===== src/rtl/muldiv_unit.sv =====
// muldiv_unit: iterative radix-2 multiply/divide unit that owns the HI/LO registers.
// One request is accepted at a time through a start/busy/done handshake.
// A request takes N RUN steps followed by one FIX cycle.
// Optional feature macro: MULDIV_SIGNED_EN.
//   Defined:   ops 00/10 are signed multiply/divide.
//   Undefined: every op is treated as unsigned. The sign logic is tied off and folds away.
module muldiv_unit #(
  parameter int N = 32
) (
  input  logic         i_clk,
  input  logic         i_rst_n,
  input  logic         i_start,
  input  logic [1:0]   i_op,
  input  logic [N-1:0] i_x,
  input  logic [N-1:0] i_y,
  output logic         o_busy,
  output logic         o_done,
  output logic         o_div_by_zero,
  output logic [N-1:0] o_hi,
  output logic [N-1:0] o_lo
);

`ifdef MULDIV_SIGNED_EN
  localparam bit SignedEn = 1'b1;
`else
  localparam bit SignedEn = 1'b0;
`endif

  localparam logic [1:0] S_IDLE = 2'd0;
  localparam logic [1:0] S_RUN  = 2'd1;
  localparam logic [1:0] S_FIX  = 2'd2;

  localparam int CW = $clog2(N) + 1;
  localparam logic [CW-1:0] LAST_STEP = CW'(N - 1);

  logic [1:0]     r_state;
  logic [CW-1:0]  r_cnt;
  logic           r_done;
  logic           r_dbz;
  logic           r_isDiv;
  logic           r_yZero;
  logic           r_negMain;
  logic           r_negRem;
  logic [N-1:0]   r_opnd;
  logic [N-1:0]   r_x;
  logic [2*N-1:0] r_acc;
  logic [N-1:0]   r_hi;
  logic [N-1:0]   r_lo;

  logic           w_signedReq;
  logic           w_xNeg;
  logic           w_yNeg;
  logic [N-1:0]   w_absX;
  logic [N-1:0]   w_absY;
  logic [N:0]     w_mulSum;
  logic [2*N-1:0] w_mulNext;
  logic [N:0]     w_remSh;
  logic [N+1:0]   w_diff;
  logic [2*N-1:0] w_divNext;
  logic [2*N-1:0] w_prod;
  logic [N-1:0]   w_quot;
  logic [N-1:0]   w_rem;
  logic [N-1:0]   w_fixHi;
  logic [N-1:0]   w_fixLo;

  assign o_busy        = (r_state != S_IDLE);
  assign o_done        = r_done;
  assign o_div_by_zero = r_dbz;
  assign o_hi          = r_hi;
  assign o_lo          = r_lo;

  // Operand magnitudes and sign flags captured at the accept edge.
  always_comb begin
    w_signedReq = SignedEn & ~i_op[0];
    w_xNeg      = w_signedReq & i_x[N-1];
    w_yNeg      = w_signedReq & i_y[N-1];
    w_absX      = w_xNeg ? -i_x : i_x;
    w_absY      = w_yNeg ? -i_y : i_y;
  end

  // One shift-add step and one restoring-division step, both computed every cycle.
  always_comb begin
    w_mulSum  = {1'b0, r_acc[2*N-1:N]} + {1'b0, r_opnd};
    w_mulNext = r_acc[0] ? {w_mulSum, r_acc[N-1:1]} : {1'b0, r_acc[2*N-1:1]};
    w_remSh   = r_acc[2*N-1:N-1];
    w_diff    = {1'b0, w_remSh} - {2'b00, r_opnd};
    w_divNext = w_diff[N+1] ? {r_acc[2*N-2:0], 1'b0}
                            : {w_diff[N-1:0], r_acc[N-2:0], 1'b1};
  end

  // Sign correction and divide-by-zero forcing for the FIX write.
  always_comb begin
    w_prod  = r_negMain ? -r_acc : r_acc;
    w_quot  = r_negMain ? -r_acc[N-1:0] : r_acc[N-1:0];
    w_rem   = r_negRem ? -r_acc[2*N-1:N] : r_acc[2*N-1:N];
    w_fixHi = w_prod[2*N-1:N];
    w_fixLo = w_prod[N-1:0];
    if (r_isDiv) begin
      if (r_yZero) begin
        w_fixHi = r_x;
        w_fixLo = '1;
      end else begin
        w_fixHi = w_rem;
        w_fixLo = w_quot;
      end
    end
  end

  // Control FSM: IDLE accepts, RUN counts N steps, FIX raises done for one cycle.
  always_ff @(posedge i_clk) begin
    if (!i_rst_n) begin
      r_state <= S_IDLE;
      r_cnt   <= '0;
      r_done  <= 1'b0;
      r_dbz   <= 1'b0;
    end else begin
      r_done <= 1'b0;
      r_dbz  <= 1'b0;
      case (r_state)
        S_IDLE: begin
          if (i_start) begin
            r_state <= S_RUN;
            r_cnt   <= '0;
          end
        end
        S_RUN: begin
          r_cnt <= r_cnt + CW'(1);
          if (r_cnt == LAST_STEP) begin
            r_state <= S_FIX;
          end
        end
        S_FIX: begin
          r_state <= S_IDLE;
          r_done  <= 1'b1;
          r_dbz   <= r_isDiv & r_yZero;
        end
        default: begin
          r_state <= S_IDLE;
        end
      endcase
    end
  end

  // Operand latch at accept, then the iterative accumulator during RUN.
  always_ff @(posedge i_clk) begin
    if (!i_rst_n) begin
      r_isDiv   <= 1'b0;
      r_yZero   <= 1'b0;
      r_negMain <= 1'b0;
      r_negRem  <= 1'b0;
      r_opnd    <= '0;
      r_x       <= '0;
      r_acc     <= '0;
    end else if (r_state == S_IDLE) begin
      if (i_start) begin
        r_isDiv   <= i_op[1];
        r_yZero   <= (i_y == '0);
        r_negMain <= w_xNeg ^ w_yNeg;
        r_negRem  <= i_op[1] & w_xNeg;
        r_x       <= i_x;
        if (i_op[1]) begin
          r_opnd <= w_absY;
          r_acc  <= {{N{1'b0}}, w_absX};
        end else begin
          r_opnd <= w_absX;
          r_acc  <= {{N{1'b0}}, w_absY};
        end
      end
    end else if (r_state == S_RUN) begin
      r_acc <= r_isDiv ? w_divNext : w_mulNext;
    end
  end

  // HI/LO change only on the FIX edge and are cleared by reset.
  always_ff @(posedge i_clk) begin
    if (!i_rst_n) begin
      r_hi <= '0;
      r_lo <= '0;
    end else if (r_state == S_FIX) begin
      r_hi <= w_fixHi;
      r_lo <= w_fixLo;
    end
  end

endmodule

===== config.mk =====
export PLATFORM = sky130hd
export DESIGN_NAME = muldiv_unit
export DESIGN_NICKNAME = d
export VERILOG_FILES = /design/src/rtl/muldiv_unit.sv
export SDC_FILE = /design/constraint.sdc
export NUM_CORES = 1
export LEC_CHECK = 0
export BUFFER_PORTS_ARGS = -buffer_cell sky130_fd_sc_hd__buf_2
export CAP_MARGIN = 20
export CORE_UTILIZATION = 45
export DETAILED_ROUTE_END_ITERATION = 10
export SYNTH_ARGS = -nofsm -noshare
export SYNTH_HDL_FRONTEND = slang
export SYNTH_SLANG_ARGS = --single-unit

===== constraint.sdc =====
create_clock -name i_clk -period 4.7 [get_ports i_clk]
set_clock_uncertainty 0.1 [all_clocks]
set_input_delay 1.175 -clock i_clk [delete_from_list [all_inputs] [get_ports i_clk]]
set_output_delay 1.175 -clock i_clk [all_outputs]
set_load 0.01 [all_outputs]

==> impl_metrics.ini <==
[critical_path]
cp_max_fo = 18
arrival_ns = 4.32
path_class = flip-flop to flip-flop
reg2reg_depth = 12
start_kind = flip-flop
endpoint_kind = flip-flop
cp.required_ns = 4.99

[synthesis]
netlist_instances = 1632
synth_area_per_cell_um2 = 7.88
syn-num-nets = 1768
synthDistinctLibCells = 70
syn-cell-area_um2 = 12900
synthFlopType = dfxtp_1
synth_seq_area_share_pct = 31.8
yosys_warnings = 0
synth_edf_count = 0
ys_ff_latch = 204
synth_async_sr_flop_share_pct = 0

[placed_design]
gp_congestion = 0.903
io_buffers = 134
dp_hpwl_um = 29300

[timing]
rsz0062_at_grt = false
hold_viol = 0
min_period_ns = 4.03
setup_tns_ns = 0
setup_violations = 0
maxSlewHeadroom_pct = 26.5
fin_crit_sh_pct = 85.6
drv_slew = 0
fmax_ghz = 0.248
worst_pin_slew_ns = 1.10
holdWs_ns = 0.354

[clocking]
clk-insertion-delay-late_ns = 0.53
htreeDepth = 1
cts_buffers = 26
cts-resized-gates = 0
cts_hold_buf = 0
clk_pin_slew_ns = 0.06
clock_tree.root_cell = clkbuf_16
cts_setup_buffers = 0
clk_path_buf_depth = 3
clock_sinks = 204
cts_tree = built

[finish]
final_nets = 1827
syn_to_final_growth_pct = 14.2
antennaDiodeCount = 0
drive_gt1_share_pct = 14.7

[worst_hold_path]
hp-class = flip-flop to flip-flop
hold_path_depth = 2

[power]
p_leak_nw = 6.11
power_density_nw_per_um2 = 350
ir_drop_uv = 299

[outcome]
status = complete, no violations

[global_route]
globalRouteTotalUtil_pct = 28.1
antenna_found_initial = 4
grt_remaining_overflow = 0
grt_pass1_vias = 11693
grt_pass1_wl_um = 65000
grt_start_max_net_pins = 140

[die]
die_w_um = 171
start_util_pct = 46.0
io_pins = 136
dieArea_um2 = 29200
core_area_um2 = 27900
fp.dieH_um = 171
core.rowCount = 61

[routing]
ant_nets = 0
viasPerCell = 5.97
dr.pass1.iters = 5
wl_um = 41300
drt_iter0_drc = 966
wl_per_cell_um = 19.8
vias = 12463
drc = 0

[flow_run]
maxCapViolations = 0
[critical path, stage by stage (launching register included)]
cell      delay (ns)
dfxtp_1         0.38
inv_1           0.06
ha_1            0.37
o211ai_1        0.23
a21oi_1         0.13
o21ai_0         0.67
a21oi_1         0.24
o31a_4          0.42
o21a_4          0.23
nor2_4          0.38
buf_12          0.23
mux2i_1         0.28
o221ai_1        0.14
[metal layers]
layer	up-vias	GRT usage [%]	part of all wire (%)
met4	6	7.96	2.4
met5	-	0	0.087
met2	391	42.6	43
li1	6097	-	-
met1	5899	41.0	49
met3	70	4.26	6.2
[cells in the mapped netlist (5+ instances only)]
master	instances	area (um^2)
a211oi_1	83	623
a21o_1	30	225
a21oi_1	136	681
a221oi_1	18	158
a311oi_1	36	315
a31oi_1	12	75.1
a32o_1	6	60.1
and3_1	6	37.5
buf_1	15	56.3
clkbuf_1	100	375
dfxtp_1	204	4080
ha_1	65	813
inv_1	50	188
mux2_2	26	293
mux2i_1	80	801
nand2_1	175	657
nand2b_1	10	62.6
nand3_1	54	270
nand4_1	18	113
nor2_1	176	661
nor2b_1	30	188
nor3_1	36	180
nor4_1	11	68.8
o211a_1	6	60.1
o211ai_1	15	113
o21a_1	6	45.0
o21ai_0	54	270
o21ai_1	14	70.1
o21bai_1	5	37.5
o22ai_1	33	206
o31ai_1	5	37.5
xnor2_1	27	236
xor2_1	24	210
[cell usage in the layout, fill, tap and decap left out, drive strengths merged, types with 5 or more instances in the layout]
cell,count
mux2,26
nand3,54
a221oi,18
ha,65
a21oi,137
o31ai,5
a311oi,36
nor2,177
and3,7
a31oi,12
nor4,11
clkbuf,31
a211oi,83
o22ai,33
nand2,175
xnor2,27
o211a,6
xor2,24
buf,154
o21bai,5
nor3,36
nor2b,30
nand2b,10
o21a,7
nand4,18
inv,54
a32o,6
dfxtp,204
o211ai,15
mux2i,80
a21o,30
clkinv,9
o21ai,69
[sequential cells by signal, indices dropped and copies added, names as in the netlist]
name / cells
o_done: 1
o_div_by_zero: 1
r_state: 2
r_acc: 64
o_hi: 32
r_x: 32
r_opnd: 32
r_cnt: 6
r_isDiv: 1
o_lo: 32
r_yZero: 1
[power breakdown]
group	internal [W]	switching [W]
clock	0.00133	0.000825
combinational	0.000417	0.000628
sequential	0.00181	0.000128
[final timing paths]
| check | from | endpoint | slack [ns] |
|---|---|---|---|
| hold / removal | r_x[0] | r_x[0] | 0.35 |
| hold reg to reg | r_x[0] | r_x[0] | 0.35 |
| setup reg to reg | r_opnd[2] | r_acc[61] | 0.67 |
| setup / recovery | r_opnd[2] | r_acc[61] | 0.67 |
[stage by stage]
step | worst slack, ns | instances | instance area (um^2) | utilization (%) | total power, W
floorplan | 1.49 | 1632 | 12900 | - | 0.00270
global placement | 0.799 | 2040 | 13700 | 49.1 | 0.00299
detailed placement | 0.780 | 2041 | 13700 | 49.2 | 0.00300
CTS | 0.762 | 2089 | 14700 | 52.6 | 0.00516
global route | 0.504 | 2089 | 14700 | 52.6 | 0.00536
finish | 0.675 | 2089 | 14700 | 52.6 | 0.00514
[area by class of cell]
type,count,area (um^2)
inverter,52,198
clock buffer,31,731
fill,2782,13300
clock inverter,17,208
tap,378,473
sequential,204,4090
multi-input combinational,1253,8100
timing repair buffer,154,881
[cell families after synthesis]
logic type	synth area share [%]
flops	31.8
simple gates	18.4
xor+xnor	3.47
compound gates	25.8
mux	8.51
buf+inv	5.38
fa+ha+maj	6.64
Power figures use the tool's default switching activity.
